`config.mk`:
```
export PLATFORM = sky130hd
export DESIGN_NAME = scpu_dump_tx
export DESIGN_NICKNAME = d
export VERILOG_FILES = /design/src/rtl/scpu_dump_pkg.sv /design/src/rtl/scpu_dump_fifo.sv /design/src/rtl/scpu_dump_tx.sv
export SDC_FILE = /design/constraint.sdc
export NUM_CORES = 1
export LEC_CHECK = 0
export ABC_CLOCK_PERIOD_IN_PS = 11490
export CAP_MARGIN = 30
export CELL_PAD_IN_SITES_DETAIL_PLACEMENT = 1
export CELL_PAD_IN_SITES_GLOBAL_PLACEMENT = 1
export CORE_MARGIN = 4
export CORE_UTILIZATION = 45
export DETAILED_ROUTE_END_ITERATION = 10
export GPL_TIMING_DRIVEN = 0
export PLACE_DENSITY = 0.68
export SLEW_MARGIN = 5
export SYNTH_ARGS = -nofsm -noshare
export SYNTH_HDL_FRONTEND = slang
export SYNTH_SLANG_ARGS = --single-unit
```
`constraint.sdc`:
```
create_clock -name clk -period 11.49 [get_ports clk]
set_clock_uncertainty 0.1 [all_clocks]
set_input_delay 1.149 -clock clk [delete_from_list [all_inputs] [get_ports clk]]
set_output_delay 1.149 -clock clk [all_outputs]
set_load 0.05 [all_outputs]
```
`src/rtl/scpu_dump_pkg.sv`:
```
// Shared types and frame constants for the CPU state-dump UART serializer.
// Defining SCPU_DUMP_SYNC_EN prefixes every frame with the SYNC_BYTE marker.
package scpu_dump_pkg;

  typedef enum logic [2:0] {
    ST_IDLE,
    ST_LOAD,
    ST_START,
    ST_DATA,
    ST_STOP
  } state_e;

  // {r1, r2, r3}, r1 in the top word.
  typedef logic [95:0] snapshot_t;

  localparam logic [7:0] SYNC_BYTE = 8'hA5;

`ifdef SCPU_DUMP_SYNC_EN
  localparam bit SYNC_EN     = 1'b1;
  localparam int FRAME_BYTES = 13;
`else
  localparam bit SYNC_EN     = 1'b0;
  localparam int FRAME_BYTES = 12;
`endif

endpackage

```
`src/rtl/scpu_dump_fifo.sv`:
```
// Synchronous snapshot FIFO; a push into a full FIFO is still accepted when a
// pop happens in the same cycle, because the popped slot is the one written.
module scpu_dump_fifo
  import scpu_dump_pkg::*;
#(
  parameter int DEPTH = 4
) (
  input  logic      clk,
  input  logic      reset,
  input  logic      push_i,
  input  logic      pop_i,
  input  snapshot_t wdata_i,
  output snapshot_t rdata_o,
  output logic      full_o,
  output logic      empty_o
);

  localparam int          AW      = $clog2(DEPTH);
  localparam logic [AW:0] PTR_ONE = (AW + 1)'(1);

  snapshot_t   mem_q [DEPTH];
  logic [AW:0] wr_q, rd_q;
  logic        do_push, do_pop;

  // Extra pointer MSB tells a full FIFO apart from an empty one.
  assign empty_o = (wr_q == rd_q);
  assign full_o  = (wr_q[AW] != rd_q[AW]) && (wr_q[AW-1:0] == rd_q[AW-1:0]);
  assign do_pop  = pop_i & ~empty_o;
  assign do_push = push_i & (~full_o | do_pop);
  assign rdata_o = mem_q[rd_q[AW-1:0]];

  always_ff @(posedge clk or negedge reset) begin
    if (!reset) begin
      wr_q <= '0;
      rd_q <= '0;
    end else begin
      if (do_push) wr_q <= wr_q + PTR_ONE;
      if (do_pop)  rd_q <= rd_q + PTR_ONE;
    end
  end

  always_ff @(posedge clk) begin
    if (do_push) mem_q[wr_q[AW-1:0]] <= wdata_i;
  end

endmodule

```
`src/rtl/scpu_dump_tx.sv`:
```
// CPU state-dump serializer: snapshots r1..r3 on dump edges, sends 8N1 frames.
// Build option SCPU_DUMP_SYNC_EN adds a leading 0xA5 sync byte to each frame.
//
//   state | meaning
//   IDLE  | waiting for a queued snapshot
//   LOAD  | pop head snapshot into the shift register, byte index 0
//   START | start bit (line low) for one bit time
//   DATA  | 8 data bits, LSB first
//   STOP  | stop bit (line high); next byte or back to IDLE
module scpu_dump_tx
  import scpu_dump_pkg::*;
#(
  parameter int CLKS_PER_BIT = 16,
  parameter int FIFO_DEPTH   = 4
) (
  input  logic        clk,
  input  logic        reset,
  input  logic        dump_i,
  input  logic        halt_i,
  input  logic [31:0] r1_i,
  input  logic [31:0] r2_i,
  input  logic [31:0] r3_i,
  output logic        tx_o,
  output logic        busy_o,
  output logic        overflow_o,
  output logic        done_o
);

  localparam int            TW       = $clog2(CLKS_PER_BIT);
  localparam logic [TW-1:0] T_LAST   = TW'(CLKS_PER_BIT - 1);
  localparam logic [TW-1:0] T_ONE    = TW'(1);
  localparam logic [3:0]    LAST_IDX = 4'(FRAME_BYTES - 1);

  state_e        state_q, state_d;
  logic          dump_q, halted_q, overflow_q, busy_q;
  logic [TW-1:0] timer_q, timer_d;
  logic [2:0]    bit_q, bit_d;
  logic [3:0]    idx_q, idx_d;
  snapshot_t     shreg_q, shreg_d;
  snapshot_t     fifo_rdata;
  logic          req, pop, fifo_full, fifo_empty, tick, tx_bit;
  logic [7:0]    cur_byte;

  // Requests that arrive once the CPU has halted are ignored.
  assign req      = dump_i & ~dump_q & ~halted_q;
  assign pop      = (state_q == ST_LOAD);
  assign tick     = (timer_q == T_LAST);
  assign cur_byte = (SYNC_EN && idx_q == 4'd0) ? SYNC_BYTE : shreg_q[95:88];

  scpu_dump_fifo #(
    .DEPTH(FIFO_DEPTH)
  ) u_fifo (
    .clk    (clk),
    .reset  (reset),
    .push_i (req),
    .pop_i  (pop),
    .wdata_i({r1_i, r2_i, r3_i}),
    .rdata_o(fifo_rdata),
    .full_o (fifo_full),
    .empty_o(fifo_empty)
  );

  always_comb begin
    state_d = state_q;
    timer_d = timer_q;
    bit_d   = bit_q;
    idx_d   = idx_q;
    shreg_d = shreg_q;
    tx_bit  = 1'b1;
    if (state_q inside {ST_START, ST_DATA, ST_STOP}) begin
      timer_d = tick ? '0 : timer_q + T_ONE;
    end
    case (state_q)
      ST_IDLE: begin
        if (!fifo_empty) state_d = ST_LOAD;
      end
      ST_LOAD: begin
        shreg_d = fifo_rdata;
        idx_d   = 4'd0;
        bit_d   = 3'd0;
        timer_d = '0;
        state_d = ST_START;
      end
      ST_START: begin
        tx_bit = 1'b0;
        if (tick) state_d = ST_DATA;
      end
      ST_DATA: begin
        tx_bit = cur_byte[bit_q];
        if (tick) begin
          bit_d = bit_q + 3'd1;
          if (bit_q == 3'd7) state_d = ST_STOP;
        end
      end
      ST_STOP: begin
        if (tick) begin
          if (idx_q == LAST_IDX) begin
            state_d = ST_IDLE;
          end else begin
            idx_d   = idx_q + 4'd1;
            // The sync byte is not held in the shift register.
            if (!(SYNC_EN && idx_q == 4'd0)) shreg_d = shreg_q << 8;
            state_d = ST_START;
          end
        end
      end
      default: state_d = ST_IDLE;
    endcase
  end

  always_ff @(posedge clk or negedge reset) begin
    if (!reset) begin
      state_q    <= ST_IDLE;
      dump_q     <= 1'b0;
      halted_q   <= 1'b0;
      overflow_q <= 1'b0;
      busy_q     <= 1'b0;
      timer_q    <= '0;
      bit_q      <= 3'd0;
      idx_q      <= 4'd0;
      shreg_q    <= '0;
    end else begin
      state_q    <= state_d;
      dump_q     <= dump_i;
      halted_q   <= halted_q | halt_i;
      overflow_q <= overflow_q | (req & fifo_full & ~pop);
      busy_q     <= (state_q != ST_IDLE) | ~fifo_empty;
      timer_q    <= timer_d;
      bit_q      <= bit_d;
      idx_q      <= idx_d;
      shreg_q    <= shreg_d;
    end
  end

  assign tx_o       = tx_bit;
  assign busy_o     = busy_q;
  assign overflow_o = overflow_q;
  assign done_o     = halted_q & fifo_empty & (state_q == ST_IDLE);

endmodule
```
==> results of run 1 <==
-- per-stage QoR --
step	cells	utilization, %	hold WS [ns]	cell area [um^2]
floorplan	958	-	0.362	19300
global placement	1600	49.8	0.343	21000
detailed placement	1607	50.3	0.370	21200
CTS	1701	54.2	0.385	22900
global route	1701	54.2	0.414	22900
finish	1701	54.2	0.373	22900
-- power by group through the flow --
stage,registers [mW],clock network (mW),logic [mW]
floorplan,2.00,0,0.0102
global placement,2.00,0,0.0676
detailed placement,2.00,0,0.0725
CTS,1.97,1.67,0.0728
global route,1.96,1.76,0.0783
finish,1.97,1.63,0.0713
-- final cells by class --
cell class / count / area [um^2] / share of cell area [%]
clock buffers: 83 / 1510 / 6.60
multi-input cells: 389 / 4510 / 19.7
clock inverters: 11 / 135 / 0.591
plain buffers: 58 / 269 / 1.18
well taps: 539 / 674 / 2.95
repair buffers: 110 / 1220 / 5.32
flip-flops and latches: 504 / 14500 / 63.5
inverters: 7 / 26.3 / 0.115
-- flip-flops by register name (all words and copies together), names as in the netlist, 3 cells and up --
name / flops
timer_q: 4
u_fifo.mem_q: 384
u_fifo.wr_q: 3
bit_q: 3
idx_q: 4
u_fifo.rd_q: 3
shreg_q: 96
state_q: 3
-- worst min path at each step --
stage,startpoint,end,slack [ns],depth (start not counted)
floorplan,u_fifo.wr_q[2],u_fifo.wr_q[2],0.36,1
global placement,overflow_o,overflow_o,0.34,1
detailed placement,overflow_o,overflow_o,0.37,1
CTS,overflow_o,overflow_o,0.38,1
global route,shreg_q[56],shreg_q[64],0.41,1
finish,overflow_o,overflow_o,0.37,1
-- layer usage --
layer  up-vias  global-route usage [%]  routed length, um
li1       4276                       -                  -
met1      5089                    25.6              18500
met2       185                    29.2              20000
met3        56                    3.22               1770
met4         4                    4.42                677
met5         -                       0                 17
-- worst register-to-register path, stage by stage (launching register included) --
cell and delay, ns:
dfrtp_1 0.42, or3b_1 0.35, buf_2 0.24, buf_2 0.27
nand4b_2 0.21, and3_4 0.76, buf_16 0.33
-- cells in the mapped netlist (all sizes together), types with 2 or more instances --
master  instances
a21o            2
a21oi           4
a221o          88
a22o            9
a22oi           2
a31oi           4
a32oi           3
and3            7
buf            22
clkbuf         36
dfrtp         120
edfxtp        384
ha              9
inv             7
mux2            5
mux2i           2
mux4           98
nand2          13
nand3           4
nand4           2
nor2            8
nor2b          89
nor3            3
o21ai          11
o22ai           3
xnor2           6
-- logic make-up after synthesis --
| kind of cell | count (synthesis) | share of synthesized area [%] |
|---|---|---|
| compound gates | 134 | 6.26 |
| simple gates | 133 | 4.12 |
| flops | 504 | 75.2 |
| xor+xnor | 7 | 0.414 |
| mux | 105 | 11.8 |
| buf+inv | 65 | 1.53 |
| fa+ha+maj | 10 | 0.635 |
==> run_results.csv, run 1 <==
group,metric,value,unit
timing,final.setup.tns,0,ns
final_layout,drive_gt1_share,18.1,%
cts,hold_buffers,0,
timing,maxSlewViolCount,0,
cts,clockBufferDepth,3,
power,pwr-share-clk,44.4,%
power,comb_power_share,1.9,%
grt,grt_pass1_wl,64500,um
critical_path,slowest_stage,"clkdlybuf4s50_1",
grt,gr-total-overflow,0,
logic_synthesis,synth_cells,958,
power,p_sw_share,19.1,%
die,num_io_pins,104,
drt,ant_nets,0,
cts,clk_pin_slew_worst_paths,0.06,ns
logic_synthesis,synth_top_flop_cell,"edfxtp_1",
critical_path,crit_path_start,"u_fifo.rd_q[1]",
final_layout,fin_nets,1231,
timing,slew_headroom,44.5,%
run_status,outcome,"finished clean",
grt,grt_start_max_net_pins,65,
grt,grt_pass1_vias,10600,
critical_path,r2r-end,"u_fifo.mem_q[1][55]",
drt,initialDrtViolationCount,590,
logic_synthesis,synthArstFlopShare,23.8,%
timing,rsz0062_at_grt,"false",
logic_synthesis,synthesis.area,19300,um^2
cts,cts_made_buffers,52,
logic_synthesis,synth_nets,1067,
drt,drc,0,
logic_synthesis,synth_edf_count,384,
critical_path,r2r_start,"state_q[0]",
timing,fmax,221,MHz
placed_design,dpl.hpwl,26200,um
drt,avgRoutedWirePerCell,24.1,um
final_layout,num-fill-cells,3743,
critical_path,reg2reg_depth,6,
drt,drt_first_pass_iters,5,
cts,cts_setup_buffers,0,
logic_synthesis,seq_area_frac_synth,75.2,%
hold_path,hp-class,"reg -> reg",
logic_synthesis,synth_top_cell_by_area,"edfxtp_1",
logic_synthesis,synth.distinct_cells,51,
final_layout,layout_common_cells,"edfxtp_1 (384), dfrtp_1 (120), clkdlybuf4s50_1 (102)",
timing,worst_pin_slew,0.833,ns
die,dieArea,46300,um^2
power,p_total,3.67,mW
logic_synthesis,ys.warnings.count,0,
critical_path,path_cells,"buf_2 > buf_4 > xnor2_1 > nand3_2 > or4_4 > nor2_1 > clkdlybuf4s50_1",
die,coreArea,42200,um^2
timing,period_needed,4.53,ns
die,die_x,215,um
cts,root_buffer,"clkbuf_16",
cts,cts_max_level,2,
power,p_per_area,160,nW/um^2
critical_path,cp_max_fo,10,
power,seqPwrFrac,53.6,%
cts,clkLatencyLatePin,0.58,ns
cts,cts_tree,"done",
final_layout,insertedDiodeCount,0,
timing,period_share,39.4,%
logic_synthesis,postSynthAreaPerCell,20.2,um^2
die,start_util,45.8,%
critical_path,endpoint_kind,"primary output",
die,rows,75,
drt,vias_per_cell,5.65,
critical_path,path_buf_inv,3,
logic_synthesis,netlist_top_cells_area,"edfxtp_1 (60%), dfrtp_1 (16%), mux4_2 (11%)",
drt,wl,41000,um
placed_design,io_buffers,103,
logic_synthesis,ys_ff_latch,504,
placed_design,pre_cts_slack,7.43,ns
final_layout,syn_to_final_growth,18.4,%
power,leakage,7.72,nW
critical_path,ff2ff_setup_slack,8.35,ns
cts,clkSinkCount,504,
grt,antenna_found_initial,3,
critical_path,cp.arrival,3.28,ns
critical_path,crit_type,"reg -> out",
power,intPower,2.97,mW
logic_synthesis,synth_top_cell_area_share,59.7,%
timing,setup_viol,0,
power,irDropWorstVdd,0.000126,V
critical_path,required,10.24,ns
power,p_sw,700,uW
placed_design,gp_congestion,0.774,
drt,vias,9610,
run,maxCapViolations,0,
critical_path,start_kind,"register",
critical_path,crit_end,"done_o",
timing,fin_ws,6.96,ns
grt,grt_use_total,18.0,%
critical_path,max_stage_delay,0.80,ns
timing,final-hold-violation-count,0,
die,dieHeight,215,um
final_layout,final_common_cell,"edfxtp_1",
critical_path,crit_family,"buffers and inverters",
cts,cts_resized,0,
critical_path,cp.depth,7,
(Power assumes the default switching activity.)
==> run 2: changes to the inputs <==
--- a/config.mk
+++ b/config.mk
@@ -5,7 +5,7 @@
 export SDC_FILE = /design/constraint.sdc
 export NUM_CORES = 1
 export LEC_CHECK = 0
-export ABC_CLOCK_PERIOD_IN_PS = 11490
+export ABC_CLOCK_PERIOD_IN_PS = 4600
 export CAP_MARGIN = 30
 export CELL_PAD_IN_SITES_DETAIL_PLACEMENT = 1
 export CELL_PAD_IN_SITES_GLOBAL_PLACEMENT = 1
==> constraint.sdc (replaced) <==
create_clock -name clk -period 4.6 [get_ports clk]
set_clock_uncertainty 0.1 [all_clocks]
set_input_delay 0.46 -clock clk [delete_from_list [all_inputs] [get_ports clk]]
set_output_delay 0.46 -clock clk [all_outputs]
set_load 0.05 [all_outputs]
==> run 2 against run 1 <==
Against the previous run:
- combinational power grew to 2.5 times the previous value
- design area about the same
- largest power group unchanged
- cell count about the same
- total power rose by 150%
- critical path depth stayed put
- routed wire length rose by 0.14%
- hold slack worse by 0.12 ns
- global-route usage about the same
==> run_results.csv, run 2 (synthesis gave the netlist of run 1 again) <==
group,metric,value,unit
critical_path,r2r_start,"state_q[0]",
critical_path,max_stage_delay,0.80,ns
power,p_per_area,400,nW/um^2
cts,clockBufferDepth,3,
cts,root_buffer,"clkbuf_16",
placed_design,gp_congestion,0.774,
final_layout,drive_gt1_share,18.1,%
final_layout,layout_common_cells,"edfxtp_1 (384), dfrtp_1 (120), clkdlybuf4s50_1 (102)",
final_layout,postLayoutCellArea,22900,um^2
drt,wl,41000,um
run,maxCapViolations,0,
timing,rsz0062_at_grt,"false",
critical_path,crit_family,"buffers and inverters",
timing,slew_headroom,44.2,%
die,dieHeight,215,um
grt,grt_pass1_vias,10600,
die,dieArea,46300,um^2
timing,final-hold-violation-count,0,
critical_path,path_buf_inv,3,
critical_path,cp.arrival,3.27,ns
timing,final.setup.tns,0,ns
drt,drt_first_pass_iters,5,
drt,initialDrtViolationCount,624,
drt,ant_nets,0,
placed_design,place_inst,1607,
critical_path,start_kind,"register",
die,rows,75,
run_status,outcome,"finished clean",
timing,maxSlewViolCount,0,
drt,avgRoutedWirePerCell,24.1,um
power,p_total,9.16,mW
cts,clkSinkCount,504,
critical_path,path_cells,"buf_2 > buf_4 > xnor2_1 > nand3_2 > or4_4 > nor2_1 > clkdlybuf4s50_1",
critical_path,slowest_stage,"clkdlybuf4s50_1",
critical_path,cp_max_fo,10,
timing,fmax,261,MHz
die,start_util,45.8,%
final_layout,final_common_cell,"edfxtp_1",
placed_design,dpl.hpwl,26200,um
placed_design,pre_cts_slack,1.23,ns
drt,drc,0,
critical_path,required,4.04,ns
hold_path,hold_start,"dump_i",
timing,period_needed,3.83,ns
timing,fin_ws,0.767,ns
cts,cts_max_level,2,
final_layout,fin_util,54.2,%
grt,grt_use_total,18.0,%
cts,cts_resized,0,
grt,gr-total-overflow,0,
cts,cts_made_buffers,52,
die,num_io_pins,104,
power,leakage,7.72,nW
hold_path,hp-class,"in -> reg",
final_layout,syn_to_final_growth,18.5,%
critical_path,crit_path_start,"u_fifo.rd_q[1]",
final_layout,fin_nets,1232,
die,die_x,215,um
final_layout,insertedDiodeCount,0,
drt,vias,9606,
timing,holdWs,0.249,ns
cts,cts_tree,"done",
grt,antenna_found_initial,3,
drt,vias_per_cell,5.64,
critical_path,endpoint_kind,"primary output",
timing,worst_pin_slew,0.838,ns
cts,clk_pin_slew_worst_paths,0.06,ns
timing,setup_viol,0,
placed_design,io_buffers,103,
grt,grt_start_max_net_pins,65,
grt,grt_pass1_wl,64500,um
cts,clkLatencyLatePin,0.58,ns
die,coreArea,42200,um^2
placed_design,placed_area,21200,um^2
final_layout,final_cells,1702,
timing,period_share,83.3,%
final_layout,largest_register_ffs,384,
power,irDropWorstVdd,0.000314,V
critical_path,crit_type,"reg -> out",
[run 2: repair_timing]
item / CTS / global route
setup buffers: 0 / 0
hold endpoints to repair: 56 / 0
hold buffers: 1 / 0
[run 2: power breakdown]
| group | total [mW] | switching (mW) | internal (mW) |
|---|---|---|---|
| Sequential | 4.91 | 0.00428 | 4.91 |
| Clock | 4.07 | 1.66 | 2.41 |
| Combinational | 0.179 | 0.0840 | 0.0948 |
[run 2: per-layer routing]
metal	up-vias	global-route usage, %	wire length [um]
met5	-	0	17
met4	4	4.42	685
met3	58	3.21	1700
met2	180	29.2	20100
met1	5082	25.6	18600
li1	4282	-	-
[run 2: final timing paths]
kind | to | slack (ns) | depth (start not counted)
hold reg to reg | overflow_o | 0.37 | 1
max in group asynchronous | shreg_q[14] | 3.35 | 3
hold / removal | dump_q | 0.25 | 1
setup reg to reg | u_fifo.mem_q[1][55] | 1.46 | 6
min in group asynchronous | shreg_q[76] | 0.34 | 2
setup / recovery | done_o | 0.77 | 7
[run 2: layout make-up]
class                      instances  area [um^2]
buffer                            58          269
tap                              539          674
inverter                           7         26.3
timing repair buffer             111         1230
fill                            3742        19300
clock buffer                      83         1510
clock inverter                    11          135
sequential                       504        14500
multi-input combinational        389         4510
